==> src/rtl/mem_ctrl_pkg.sv <==
// Shared types and widths for the memory request controller and its response FIFO.
package mem_ctrl_pkg;

  localparam int DATA_W   = 32;
  localparam int ERRCNT_W = 16;

  typedef enum logic {INIT, RUN} state_t;

  typedef struct packed {
    logic [DATA_W-1:0] data;
    logic              err;
  } rsp_entry_t;

endpackage

==> src/rtl/mem_req_ctrl_rsp_fifo.sv <==
// Synchronous response FIFO; the head entry reads as zero while empty.
module rsp_fifo
  import mem_ctrl_pkg::*;
#(
  parameter int DEPTH = 4
) (
  input  logic                   clk,
  input  logic                   reset,
  input  logic                   push,
  input  logic                   pop,
  input  rsp_entry_t             wr_entry,
  output rsp_entry_t             rd_entry,
  output logic                   full,
  output logic                   empty,
  output logic [$clog2(DEPTH):0] count
);

  localparam int PTR_W = $clog2(DEPTH);

  logic [PTR_W-1:0] wr_ptr;
  logic [PTR_W-1:0] rd_ptr;
  rsp_entry_t       mem [DEPTH];
  logic             do_push;
  logic             do_pop;

  assign full     = (count == (PTR_W+1)'(DEPTH));
  assign empty    = (count == '0);
  assign do_push  = push && !full;
  assign do_pop   = pop && !empty;
  assign rd_entry = empty ? '0 : mem[rd_ptr];

  always_ff @(posedge clk or negedge reset) begin
    if (!reset) begin
      wr_ptr <= '0;
      rd_ptr <= '0;
      count  <= '0;
    end else begin
      if (do_push) wr_ptr <= wr_ptr + 1'b1;
      if (do_pop)  rd_ptr <= rd_ptr + 1'b1;
      case ({do_push, do_pop})
        2'b10:   count <= count + 1'b1;
        2'b01:   count <= count - 1'b1;
        default: count <= count;
      endcase
    end
  end

  always_ff @(posedge clk) begin
    if (do_push) mem[wr_ptr] <= wr_entry;
  end

endmodule

==> src/rtl/mem_req_ctrl.sv <==
// Request controller in front of the single-port RAM: range check, strobe generation,
// read-latency pipe into an in-order response FIFO, and RAM init sequencing.
module mem_req_ctrl
  import mem_ctrl_pkg::*;
#(
  parameter int ADDR_W      = 4,
  parameter int RSP_DEPTH   = 4,
  parameter int INIT_CYCLES = 2
) (
  input  logic                clk,
  input  logic                reset,
  input  logic                req_valid,
  output logic                req_ready,
  input  logic                req_write,
  input  logic [DATA_W-1:0]   req_addr,
  input  logic [DATA_W-1:0]   req_wdata,
  output logic                rsp_valid,
  input  logic                rsp_ready,
  output logic [DATA_W-1:0]   rsp_data,
  output logic                rsp_err,
  output logic                mem_reset,
  output logic                mem_read,
  output logic                mem_write,
  output logic [DATA_W-1:0]   mem_addr,
  output logic [DATA_W-1:0]   mem_wdata,
  input  logic [DATA_W-1:0]   mem_rdata,
  output logic                init_done,
  output logic [ERRCNT_W-1:0] err_count
);

  localparam int CNT_W    = $clog2(RSP_DEPTH) + 1;
  localparam int INIT_W   = $clog2(INIT_CYCLES + 1);
  localparam int ADDR_LIM = 2**ADDR_W;

  state_t                   state_q, state_d;
  logic [INIT_W-1:0]        init_cnt;
  logic signed [DATA_W-1:0] addr_s;
  logic                     in_range;
  logic                     accept;
  logic                     p_valid;
  logic                     p_err;
  logic [CNT_W-1:0]         fifo_count;
  logic [CNT_W:0]           occupancy;
  logic                     fifo_full;
  logic                     fifo_empty;
  rsp_entry_t               push_entry;
  rsp_entry_t               head_entry;
  logic [1:0]               err_inc;
  logic [ERRCNT_W:0]        err_sum;

  always_ff @(posedge clk or negedge reset) begin
    if (!reset) begin
      state_q  <= INIT;
      init_cnt <= '0;
    end else begin
      state_q <= state_d;
      if (state_q == INIT) init_cnt <= init_cnt + 1'b1;
    end
  end

  always_comb begin
    state_d = state_q;
    if (state_q == INIT && init_cnt == INIT_W'(INIT_CYCLES - 1)) state_d = RUN;
  end

  assign addr_s    = req_addr;
  assign in_range  = (addr_s >= 0) && (addr_s < ADDR_LIM);
  // Reads still in the pipe count against FIFO space, so an accepted read always has a slot.
  assign occupancy = {1'b0, fifo_count} + (CNT_W+1)'(p_valid);

  always_comb begin
    mem_reset = (state_q == INIT);
    init_done = (state_q == RUN);
    req_ready = (state_q == RUN) && !fifo_full && (occupancy < (CNT_W+1)'(RSP_DEPTH));
    accept    = req_valid && req_ready;
    mem_read  = 1'b0;
    mem_write = 1'b0;
    mem_addr  = '0;
    mem_wdata = '0;
    if (accept && in_range) begin
      mem_addr = req_addr;
      if (req_write) begin
        mem_write = 1'b1;
        mem_wdata = req_wdata;
      end else begin
        mem_read = 1'b1;
      end
    end
  end

  always_ff @(posedge clk or negedge reset) begin
    if (!reset) begin
      p_valid <= 1'b0;
      p_err   <= 1'b0;
    end else begin
      p_valid <= accept && !req_write;
      if (accept && !req_write) p_err <= !in_range;
    end
  end

  assign push_entry.data = p_err ? '0 : mem_rdata;
  assign push_entry.err  = p_err;

  rsp_fifo #(
    .DEPTH(RSP_DEPTH)
  ) u_rsp_fifo (
    .clk      (clk),
    .reset    (reset),
    .push     (p_valid),
    .pop      (rsp_valid && rsp_ready),
    .wr_entry (push_entry),
    .rd_entry (head_entry),
    .full     (fifo_full),
    .empty    (fifo_empty),
    .count    (fifo_count)
  );

  assign rsp_valid = !fifo_empty;
  assign rsp_data  = head_entry.data;
  assign rsp_err   = head_entry.err;

  // A rejected write and a rejected read leaving the pipe can land in the same cycle.
  assign err_inc = 2'(accept && req_write && !in_range) + 2'(p_valid && p_err);
  assign err_sum = {1'b0, err_count} + (ERRCNT_W+1)'(err_inc);

  always_ff @(posedge clk or negedge reset) begin
    if (!reset) err_count <= '0;
    else        err_count <= err_sum[ERRCNT_W] ? '1 : err_sum[ERRCNT_W-1:0];
  end

endmodule

==> config.mk <==
export PLATFORM = sky130hd
export DESIGN_NAME = mem_req_ctrl
export DESIGN_NICKNAME = d
export VERILOG_FILES = /design/src/rtl/mem_ctrl_pkg.sv /design/src/rtl/mem_req_ctrl_rsp_fifo.sv /design/src/rtl/mem_req_ctrl.sv
export SDC_FILE = /design/constraint.sdc
export NUM_CORES = 1
export LEC_CHECK = 0
export ABC_AREA = 1
export CAP_MARGIN = 20
export CORE_MARGIN = 1
export CORE_UTILIZATION = 43
export CTS_CLUSTER_SIZE = 24
export DETAILED_ROUTE_END_ITERATION = 16
export PLACE_DENSITY = 0.74
export SETUP_SLACK_MARGIN = 0.5
export SKIP_CTS_REPAIR_TIMING = 1
export SYNTH_ARGS = -nofsm -noshare
export SYNTH_HDL_FRONTEND = slang
export SYNTH_SLANG_ARGS = --single-unit
==> constraint.sdc <==
create_clock -name clk -period 4.6 [get_ports clk]
set_clock_uncertainty 0.2 [all_clocks]
set_input_delay 0.46 -clock clk [delete_from_list [all_inputs] [get_ports clk]]
set_output_delay 0.46 -clock clk [all_outputs]
set_load 0.02 [all_outputs]
Yosys cells after proc, flatten, opt, wreduce, memory -nomap -nowiden --
Memories as Yosys holds them, arrays and structs flattened. Cells that the tools add are included.
Storage, ports and cells: register bits 28, input port bits 101, latch bits 0, bits in writable memories 132, ROM bits 0, output and inout bits 119, logic and storage cells 57, memories kept 1
Cells by class: multipliers 0, shift operators 0, reduce and logical (&&, ||, !) cells 19, bitwise gates (word level) 1, $add $sub $neg 8, multiplexer cells 13, div/mod/pow operators 0, magnitude comparators 3, equal/unequal tests 4
Memories:
- u_rsp_fifo.mem | depth 4, bits a word 33, rd ports 1, clocked after Yosys merged registers in 0, write ports 1, line mem_req_ctrl_rsp_fifo.sv:22 | rsp_entry_t mem [DEPTH];
Operators by type and width (number):
- $mux 32 | 4
- $mux 33 | 1
- $ge 32x1->1 const B | 1
- $lt 32x6->1 const B | 1
- $add 16x2->17 | 1
- $mux 16 | 1
- $logic_and 1x1->1 | 13
- $add 2x1->2 const B | 3
- $mux 1 | 6
- $pmux 3 s2 | 1
- $add 3x1->4 | 1
- $eq 2x1->1 const B | 2
- $logic_not 1->1 | 4
- $lt 4x3->1 const B | 1
- $add 3x1->3 const B | 1
- $eq 3x3->1 const B | 1
- $logic_not 3->1 | 1
- $sub 3x1->3 const B | 1
- $add 1x1->2 | 1
- $eq 2x2->1 const B | 1
- $reduce_bool 2->1 | 1
- $not 1->1 | 1

Depth between registers and ports, before layout --
Gate-level depths: netlist (run 1).
depth after elaboration 10, mapped depth 14, mapped depth without buffers 14

Hierarchy --
A second synthesis (run 1) with hierarchy kept.
Unflattened totals: cells, all modules 931, area, all modules 8090.3 um^2
Modules (own cells, without submodules):
- rsp_fifo | seq. area each 4139.0 um^2, instances 1, cells each 579, area each 6057.1 um^2
- mem_req_ctrl | seq. area each 525.5 um^2, instances 1, cells each 352, area each 2033.2 um^2

Worst setup path before layout (run 1) --
No wires, ideal clock.
path type reg2reg, start register u_rsp_fifo.wr_ptr[0], end memory u_rsp_fifo.mem[2][0] (netlist bit) (enable), setup slack 1917 ps, data arrival time 2059 ps, library setup time 423 ps, path buffers 0, data required time 3977 ps, cell stages (with the launch flop) 5, period minus slack after synthesis 2683 ps, path through dfrtp_1 -> inv_1 -> ha_1 -> inv_1 -> nor2_1
RTL lines:
- from (decl) | line mem_req_ctrl_rsp_fifo.sv:20 | logic [PTR_W-1:0] wr_ptr;
- from (signal assigned) | line mem_req_ctrl_rsp_fifo.sv:38 | if (do_push) wr_ptr <= wr_ptr + 1'b1;
- to (decl) | line mem_req_ctrl_rsp_fifo.sv:22
Straight into the memory's write port.

Final worst setup path (run 1) --
start input port req_addr[31], end output port mem_wdata[9]
Between the ends: word-level cells in the longest chain between the ends 4, elaborated cells on any way between the ends 5, those cells by class order compare: 2; mux: 1; reduce/logical: 2
Ends and longest elaborated chain:
- from (decl) | line mem_req_ctrl.sv:15 | input logic [DATA_W-1:0] req_addr,
- $ge 32x1->1 or $lt 32x6->1 (tied branches) | line mem_req_ctrl.sv:67 | assign in_range = (addr_s >= 0) && (addr_s < ADDR_LIM);
- $logic_and 1x1->1 * | line mem_req_ctrl.sv:67
- $logic_and 1x1->1 * | line mem_req_ctrl.sv:80 | if (accept && in_range) begin
- $mux 32 * | line mem_req_ctrl.sv:80
- to (decl) | line mem_req_ctrl.sv:25 | output logic [DATA_W-1:0] mem_wdata,
Every way passes the cells marked *; elsewhere a longest branch is shown, timed or not.

==> summary.md, run 1 <==
| Metric | Value |
|---|---|
| Status | completed |
| Leak Pwr | 0.00406 uW |
| Worst slack at placement | 1.03 ns |
| RSZ-0062 raised after global routing | false |
| Slew headroom | 0.356 |
| Reg2Reg Setup Slack | 1.54 ns |
| Mapped Area | 7500 sq um |
| Ys Warns | 0 |
| GRT overflow | 0 |
| NumNets Final | 1059 |
| Final setup fails | 0 |
| Switching Power | 2040 uW |
| CP arrival | 2.87 ns |
| Sw Ratio | 0.368 |
| Die Wd | 134 microns |
| HPWL after detailed placement | about 12000 microns |
| Ports | 220 |
| Clk network pwr share | 0.235 |
| Routed Antenna Nets | 0 |
| DRT iter0 DRCs | 372 |
| Commonest non-fill, non-tap cell in the layout | nor2_1 |
| Vias in the first global route | 5577 |
| Initial antenna violation count | 1 |
| Largest net degree at the start of global routing | 69 |
| Port buffer count | 191 |
| H-tree depth | 4 |
| Fin. max-slew vios | 0 |
| # DRC | 0 |
| Synth area leader | edfxtp_1 |
| Total Routing Usage GR | 0.206 |
| Worst path required time | 3.94 ns |
| Core Area | 16800 sq um |
| CTS tree | done |
| Avg Vias per Cell | 4.75 |
| WS Path Type | in2out |
| Die height | around 130 microns |
| Post-Syn Instances | 763 |
| Area contributors post-synth | edfxtp_1 (53%), nor2_1 (11%), dfrtp_1 (9.3%) |
| Peak supply drop | 322 uV |
| Top cell type's share of synthesized area | 0.528 |
| Clk Latency, worst-skew pair | approximately 0.43 ns |
| Seq pwr share | 0.348 |
| Period utilization | 0.767 |
| Worst r2r src | u_rsp_fifo.count[0]$_DFFE_PN0P_ |
| Share of layout cells above drive strength 1 | 0.0759 |
| Logic pwr share | 0.417 |
| CTS clk-pin slew, worst paths | 0.06 ns |
| Layout filler cell count | between 1000 and 1500 |
| Die ar. | roughly 18000 sq um |
| Wire per inst | 15.1 microns |
| Drt first pass iters | 5 |
| Startpoint types | input pin |
| Root buffer cell | clkbuf_16 |
| Global-route wire length before repair | ~28000 microns |
| CTS max path bufs | 2 |
| Layout Cells excl Fill | 1183 |
| Row count | 47 |
| Final wirelength | 17900 microns |
| Cell Int Power | between 3000 and 4000 uW |
| Fmax | between 200 and 300 MHz |
| Worst R2R End | err_count[10]$_DFF_PN0_ |
| Placed insts | about 1100 |
| Critical path fanouts, max | 33 |
| CTS Sinks | 160 |
| Hold WC Path Type | in2async |
| Worst r2r path cells | 11 |
| Initial Utilization | 0.446 |
| Commonest non-fill, non-tap cells in the layout | nor2_1 (208), clkdlybuf4s50_1 (191), edfxtp_1 (132), inv_1 (102), o21ai_0 (76) |
| Pwr/cell area | 545 nW/um^2 |
| Yosys cell types | 31 |
| Crit. End Element | output pin |
| FF+latch count, synth | 160 |
| Worst-margin pin slew | 0.967 ns |
| Routability congestion estimate | 0.858 |
| Max Cap Viol | 0 |
| Routed vias | 5614 |
| Hold Fails Final Rpt | 0 |
| Syn avg cell area | between 9 and 10 sq um |
| Fin crit period | 3.53 ns |
| CTS buffer count | 17 |
| Min setup slack post-route | 1.07 ns |
| Register area share after synthesis | 0.622 |
| Area Growth Syn to Fin | 35.3% |
| Total negative slack | 0 ns |
==> sequential cells by signal (all words and copies together) (netlist names) <==
register,flops
u_rsp_fifo.mem,132
err_count,16
u_rsp_fifo.count,3
init_cnt,2
u_rsp_fifo.rd_ptr,2
u_rsp_fifo.wr_ptr,2
init_done,1
p_err,1
p_valid,1
==> cell usage after synthesis <==
cell type,instances
ha_1,7
xor2_1,6
nor2_1,212
nor3_1,4
buf_4,28
nor2_2,21
clkbuf_1,23
o31ai_2,1
nand3_4,1
or2_2,1
nand3_1,16
nor3_2,1
nor3_4,1
conb_1,1
a31oi_1,1
dfrtp_1,28
xnor2_1,4
inv_2,1
nand2_1,40
buf_6,4
buf_2,7
inv_1,102
o21ai_0,76
nor2_4,1
fa_1,2
clkinv_1,1
nand3b_1,1
edfxtp_1,132
nand4_1,3
a21oi_1,35
or2_1,2
==> through the flow <==
stage | total power (uW) | hold slack (ns) | cell area, sq um | util
after floorplan | 3300 | -0.0356 | 7600 | -
after global placement | 4230 | 0.262 | 9500 | 0.565
after detailed placement | 4270 | 0.263 | 9500 | 0.565
after CTS | 5570 | 0.219 | 10100 | 0.598
after global routing | 5860 | 0.252 | 10200 | 0.604
final | 5530 | 0.212 | 10200 | 0.604
==> power groups by stage <==
stage / clock [uW] / combinational [uW] / sequential (uW)
floorplan: 0 / 1370 / 1930
global route: 1380 / 2540 / 1940
CTS: 1320 / 2320 / 1930
global placement: 0 / 2280 / 1950
detailed placement: 0 / 2320 / 1960
finish: 1300 / 2310 / 1930
==> worst max-delay path, stage by stage <==
cell and delay (ns):
clkdlybuf4s50_1 0.40, nor2_1 0.17, nand2_1 0.07, nor2_1 0.08
nand2_1 0.11, nor2_4 0.17, nand3_4 0.38, nor2_2 0.34
clkdlybuf4s50_1 0.66
==> logic make-up after synthesis <==
| logic type | count (synthesis) | share of synthesized area |
|---|---|---|
| compound gates | 113 | 0.0766 |
| xor+xnor | 10 | 0.0117 |
| other cells | 1 | 0.000500 |
| buf+inv | 166 | 0.102 |
| simple gates | 304 | 0.170 |
| fa+ha+maj | 9 | 0.0170 |
| flops | 160 | 0.622 |
==> how the worst max path moves through the flow <==
stage | cells past startpoint | startpoint | slack [ns] | to
after global placement | 8 | req_addr[17] | 1.0 | mem_wdata[9]
after global routing | 9 | req_addr[31] | 0.85 | mem_wdata[9]
final | 9 | req_addr[31] | 1.07 | mem_wdata[9]
after CTS | 8 | req_addr[17] | 1.01 | mem_wdata[9]
after detailed placement | 8 | req_addr[17] | 1.03 | mem_wdata[9]
after floorplan | 4 | u_rsp_fifo.wr_ptr[0]$_DFFE_PN0P_ | 1.92 | u_rsp_fifo.mem[2][0]$_DFFE_PP_
==> per-layer routing <==
layer  track usage  wire length (microns)
met4        0.0755                    294
met2         0.371                   9210
met5             0                      0
met1         0.238                   7250
met3        0.0510                   1130
==> final cells by class <==
class,instances,area [sq um],share of cell area
Timing Repair Buffer,202,2060,0.203
Multi-Input combinational cell,464,2210,0.218
Inverter,104,390,0.0385
Clock buffer,21,460,0.0454
Sequential cell,160,4670,0.460
Clock inverter,11,90.1,0.00887
Antenna cell,1,2.50,0.000246
Tap cell,220,275,0.0271
(Power assumes the default switching activity.)
==> run 2, diff against run 1 <==
Clock period 4.6 ns to 3.5 ns, I/O delays scaled along.
==> run 2 against run 1 <==
  * Register-to-register slack lost 0.81 ns
  * Core utilization grew 1.7 points
  * Sequential power grew 31%
  * Sequential share of layout area shrank 1.2 points
  * Design area grew 2.8%
  * Via count grew 4.2%
  * Die area is the same
  * Non-clock buffer count grew 14
  * Routed wire length grew 5.9%
  * Cell count grew 1.4%
  * Setup slack lost 0.52 ns
  * Critical path type unchanged
  * Critical endpoint is now mem_wdata[15]
  * Largest cell class unchanged
  * Largest power group unchanged
==> summary.md, run 2 (same netlist as run 1, synthesis figures left out) <==
| Metric | Value |
|---|---|
| Layout Utilization | 0.621 |
| Vias in the first global route | 5668 |
| Peak supply drop | 509 uV |
| Seq pwr share | 0.336 |
| Placed insts | 1153 |
| Commonest non-fill, non-tap cells in the layout | nor2_1 (208), clkdlybuf4s50_1 (156), edfxtp_1 (132), inv_1 (102), o21ai_0 (76) |
| Startpoint types | input pin |
| DRT iter0 DRCs | 398 |
| # DRC | 0 |
| Number of flip-flops in the largest register | 132 |
| GRT overflow | 0 |
| Fmax | between 300 and 400 MHz |
| RSZ-0062 raised after global routing | true |
| Hold WC Path Type | in2async |
| Share of layout cells above drive strength 1 | 0.0961 |
| NumNets Final | between 1000 and 1500 |
| Multi-input logic area | 2270 sq um |
| H-tree depth | 4 |
| Top Registers | u_rsp_fifo.mem x132, err_count x16, u_rsp_fifo.count x3 |
| Final wirelength | between 15000 and 20000 microns |
| Leak Pwr | 0.00479 uW |
| Met2 Track Usage GR | 0.372 |
| CTS tree | done |
| Row count | 47 |
| Critical path fanouts, max | 5 |
| Worst path required time | between 2 and 3 ns |
| Initial Utilization | 0.446 |
| Period utilization | 0.843 |
| Wire per inst | 15.8 microns |
| Initial antenna violation count | 2 |
| Largest net degree at the start of global routing | 69 |
| CTS max path bufs | 2 |
| Total Routing Usage GR | 0.214 |
| Die ar. | around 18000 sq um |
| CP arrival | between 2 and 2.5 ns |
| FF+latch area | about 4700 sq um |
| Slew headroom | 0.471 |
| Logic pwr share | 0.419 |
| Largest Register | u_rsp_fifo.mem |
| Die Wd | 134 microns |
| Final setup fails | 0 |
| Fin. max-slew vios | 0 |
| Clk Latency, worst-skew pair | 0.42 ns |
| Critical Path Slowest Stage Cell | clkdlybuf4s50_1 |
| Max Cap Viol | 0 |
| Switching Power | 2760 uW |
| WS Path Type | in2out |
| Cell Int Power | 4770 uW |
| Fin crit period | 2.95 ns |
| Routed vias | 5848 |
| Pwr/cell area | just over 700 nW/um^2 |
| Global-route wire length before repair | between 20000 and 30000 microns |
| Ports | 220 |
| Routed Antenna Nets | 0 |
| Crit path cell chain | clkdlybuf4s50_1, nor2_1, nand2_1, nor2_1, nand2_1, nor2_4, buf_4, nand3_4, nor2_2, clkdlybuf4s50_1 |
| Max stage delay on crit path | 0.62 ns |
| Port buffer count | roughly 190 |
| Clk network pwr share | 0.246 |
| Status | completed |
| Hold Fails Final Rpt | 0 |
| Met1 usage | 0.254 |
| Die height | 134 microns |
| Worst-margin pin slew | approximately 0.8 ns |
| Drt first pass iters | 4 |
| Layout Cells excl Fill | 1200 |
| Avg Vias per Cell | 4.87 |
| HPWL after detailed placement | roughly 12000 microns |
| Commonest non-fill, non-tap cell in the layout | nor2_1 |
| Layout filler cell count | 1344 |
| CTS clk-pin slew, worst paths | 0.06 ns |
| Met3 Resource Use GR | 0.0616 |
| Routability congestion estimate | 0.876 |
| Root buffer cell | clkbuf_16 |
| Sw Ratio | 0.367 |
| Total negative slack | 0 ns |
| Crit. End Element | output pin |
| CTS buffer count | 17 |
| Area Growth Syn to Fin | 39.1% |
| Core Area | 16800 sq um |
| CTS Sinks | 160 |
| Gr busiest metal | met2 |
==> run 2: cell types whose count changed in the layout (fill, tap and decap cells not counted), moves of 3 or more <==
cell | previous run | this run
buf_4 | 7 | 22
dfrtp_1 | 27 | 24
clkdlybuf4s50_1 | 191 | 156
clkinv_2 | 5 | 1
dlymetal6s2s_1 | 0 | 35
dfrtp_2 | 1 | 4
nand3_4 | 1 | 4
==> run 2: worst max-delay path: cells and delay by family <==
family | cells | cell delay (ns)
buffers and inverters | 3 | 1.22
and+or+nand+nor | 7 | 0.81
==> run 2: worst paths after layout <==
path,from,to,slack (ns),cells after the start
setup / recovery,req_addr[22],mem_wdata[15],0.55,10
min in group clk,init_cnt[0]$_DFFE_PN0N_,init_cnt[0]$_DFFE_PN0N_,0.28,1
hold reg to reg,init_cnt[0]$_DFFE_PN0N_,init_cnt[0]$_DFFE_PN0N_,0.28,1
setup reg to reg,u_rsp_fifo.count[2]$_DFFE_PN0P_,err_count[13]$_DFF_PN0_,0.73,13
max in group asynchronous,reset,u_rsp_fifo.count[2]$_DFFE_PN0P_,2.24,2
hold / removal,reset,err_count[12]$_DFF_PN0_,0.19,1
==> run 2: power groups by stage <==
stage | Combinational [uW] | Sequential, uW | Clock [uW]
after floorplan | 1800 | 2540 | 0
after global placement | 3010 | 2560 | 0
after detailed placement | 3080 | 2570 | 0
after CTS | 3100 | 2530 | 1870
after global routing | 3460 | 2550 | 1950
final | 3150 | 2530 | 1850
==> run 2: routing by layer <==
layer  up-vias  share of wire
li1       2817              -
met1      2749           0.40
met2       250           0.51
met3        32          0.065
met4         0          0.024
met5         -              0
==> run 2: cell type report <==
type / instances / area share
flip-flops and latches: 160 / 0.447
inverters: 104 / 0.0379
diodes: 2 / 0.000480
well taps: 220 / 0.0264
clock buffers: 18 / 0.0411
multi-input cells: 466 / 0.218
clock inverters: 14 / 0.0157
repair buffers: 216 / 0.213
==> run 2: per-stage QoR <==
| step | instance area, sq um | power [uW] | hold WS, ns | setup WS (ns) |
|---|---|---|---|---|
| 2_1_floorplan | 7600 | 4340 | -0.146 | 0.817 |
| 3_3_place_gp | 9570 | 5580 | 0.261 | 0.171 |
| 3_5_place_dp | 9570 | 5650 | 0.267 | 0.190 |
| 4_1_cts | 10200 | 7500 | 0.204 | 0.174 |
| 5_1_grt | 10400 | 7960 | 0.241 | 0.405 |
| 6_report | 10400 | 7530 | 0.188 | 0.548 |
==> run 3, diff against run 2 <==
Settings changed: PLACE_DENSITY 0.74 to 0.77.
Clock period 3.5 ns to 2.4 ns, I/O delays scaled along.
==> run 3 against run 2 <==
  * The run now ends with negative hold slack, negative setup slack left
  * Setup slack worse by 0.58 ns
  * Clock power up 36%
  * Register-to-register slack worse by 0.76 ns
  * Critical endpoint is now err_count[14]$_DFF_PN0_
  * Largest cell class unchanged
==> summary.md, run 3 (same netlist as run 1, synthesis figures left out) <==
| Metric | Value |
|---|---|
| Hold WC Path Type | in2async |
| # DRC | 0 |
| Fin. max-slew vios | 0 |
| Worst-margin pin slew | ~1.1 ns |
| Core Area | 16800 sq um |
| Crit. End Element | flip-flop |
| HPWL after detailed placement | 12100 microns |
| Vias in the first global route | 5743 |
| Avg Vias per Cell | about 5.0 |
| Worst r2r src | u_rsp_fifo.count[1]$_DFFE_PN0P_ |
| Worst slack at placement | -0.423 ns |
| Drt first pass iters | 4 |
| Largest net degree at the start of global routing | 43 |
| DRT iter0 DRCs | 363 |
| Ports | 220 |
| Max stage delay on crit path | 0.43 ns |
| Die height | 134 microns |
| Peak supply drop | 705 uV |
| Initial Utilization | 0.446 |
| CTS tree | done |
| Status | finished, violations left |
| Layout Utilization | 0.730 |
| Startpoint types | flip-flop |
| CTS buffer count | 17 |
| Share of layout cells above drive strength 1 | 0.362 |
| Commonest non-fill, non-tap cell in the layout | nor2_1 |
| Failing checks | negative hold slack, negative setup slack |
| GRT overflow | 0 |
| Row count | 47 |
| Pwr/cell area | 1130 nW/um^2 |
| Routed Antenna Nets | 0 |
| Largest Register | u_rsp_fifo.mem |
| Leak Pwr | roughly 0.0053 uW |
| Final wirelength | 23300 microns |
| Worst r2r path cells | 13 |
| Wire per inst | between 15 and 20 microns |
| Period utilization | 1.01 |
| Worst path required time | 2.55 ns |
| Max Cap Viol | 0 |
| Commonest non-fill, non-tap cells in the layout | nor2_1 (144), edfxtp_1 (132), inv_1 (99), clkdlybuf4s50_1 (85), buf_4 (66) |
| CTS clk-pin slew, worst paths | 0.06 ns |
| Routability congestion estimate | 0.861 |
| Area Growth Syn to Fin | 63.7% |
| WS Path Type | reg2reg |
| Total Routing Usage GR | 0.210 |
| WHS | -0.00403 ns |
| Top Registers | u_rsp_fifo.mem x132, err_count x16, u_rsp_fifo.count x3 |
| Die Wd | 134 microns |
| Layout filler cell count | 1066 |
| Worst Setup SP | u_rsp_fifo.count[1]$_DFFE_PN0P_ |
| Hold Fails Final Rpt | 12 |
| Fmax | 411 MHz |
| Global-route wire length before repair | around 28000 microns |
| Reg2Reg Setup Slack | -0.03 ns |
| Most used cell, CP | buf_6 |
| Port buffer count | around 190 |
| CTS Sinks | 160 |
| Fin crit period | around 2.4 ns |
| Root buffer cell | clkbuf_16 |
| Routed vias | 6358 |
| CP arrival | around 2.6 ns |
| Number of flip-flops in the largest register | 132 |
| NumNets Final | between 1000 and 1500 |
| Initial antenna violation count | 2 |
| Slew headroom | 0.264 |
| Critical path fanouts, max | 4 |
| H-tree depth | 4 |
| Critical Path Slowest Stage Cell | dfrtp_2 |
| Die ar. | 18000 sq um |
| Worst R2R End | err_count[14]$_DFF_PN0_ |
| CTS max path bufs | 2 |
| Crit path cell chain | nand3_2, nand3_4, nor2_4, nand2_1, nor2_2, fa_2, ha_4, nand2_4, nor3_4, buf_6, buf_6, a31oi_4, nor2_1 |
| Min setup slack post-route | -0.0307 ns |
| Critical Path Sink | err_count[14]$_DFF_PN0_ |
| Final setup fails | 3 |
| RSZ-0062 raised after global routing | true |
| Clk Latency, worst-skew pair | between 0.4 and 0.5 ns |
run 3: cell count changes in the layout (fill, tap and decap cells not counted), moves of 19 or more:
cell             delta
a21oi_1            -23
buf_4              +44
buf_6              +55
clkdlybuf4s50_1    -71
nor2_1             -64
nor2_2             +19
nor2_4             +46
o21ai_0            -65
o21ai_1            +29
o21ai_2            +28
run 3: cell type report:
type,count,area (sq um),area share
diodes,1,2.50,0.000204
well taps,220,275,0.0224
inverters,104,403,0.0328
repair buffers,283,3270,0.266
clock buffers,18,429,0.0350
flip-flops and latches,160,4670,0.380
clock inverters,13,121,0.00988
multi-input cells,466,3110,0.253
run 3: stage by stage:
stage	hold WS [ns]	power, uW	setup TNS, ns	area [sq um]	std cells
detailed placement	0.266	8540	-18.94	9850	1170
global placement	0.259	8450	-17.26	9850	1170
CTS	-0.00277	11000	-21.38	10400	1201
floorplan	-0.256	6430	0	7710	790
finish	-0.00403	13800	-0.0369	12300	1265
global route	0.0108	14400	-2.29	12300	1265
run 3: where the power goes:
part           internal (uW)  switching (uW)  total [uW]
logic                   3490            4100        7600
registers               3500             211        3710
clock network           1500            1010        2520
run 3: worst min-delay path by stage:
stage	to	slack [ns]	cells after the start
final	err_count[13]$_DFF_PN0_	-0.004	2
after global routing	err_count[13]$_DFF_PN0_	0.01	2
after CTS	err_count[1]$_DFF_PN0_	-0.003	2
after detailed placement	init_cnt[0]$_DFFE_PN0N_	0.27	1
after global placement	init_cnt[0]$_DFFE_PN0N_	0.26	1
after floorplan	err_count[0]$_DFF_PN0_	-0.26	0
run 3: critical path: cells and delay by family (launching register included):
kind,cells,cell delay (ns)
flip-flops,1,0.43
adder cells (fa/ha/maj),2,0.43
AND/OR/NAND/NOR,8,0.97
buffers and inverters,2,0.28
AO/OA/AOI/OAI,1,0.06
run 3: metal layers:
layer | vias to the layer above | global-route usage | wire length (microns)
li1 | 2959 | - | -
met1 | 3033 | 0.241 | 8730
met2 | 318 | 0.377 | 12500
met3 | 46 | 0.0499 | 1360
met4 | 2 | 0.0849 | 677
met5 | - | 0 | 16
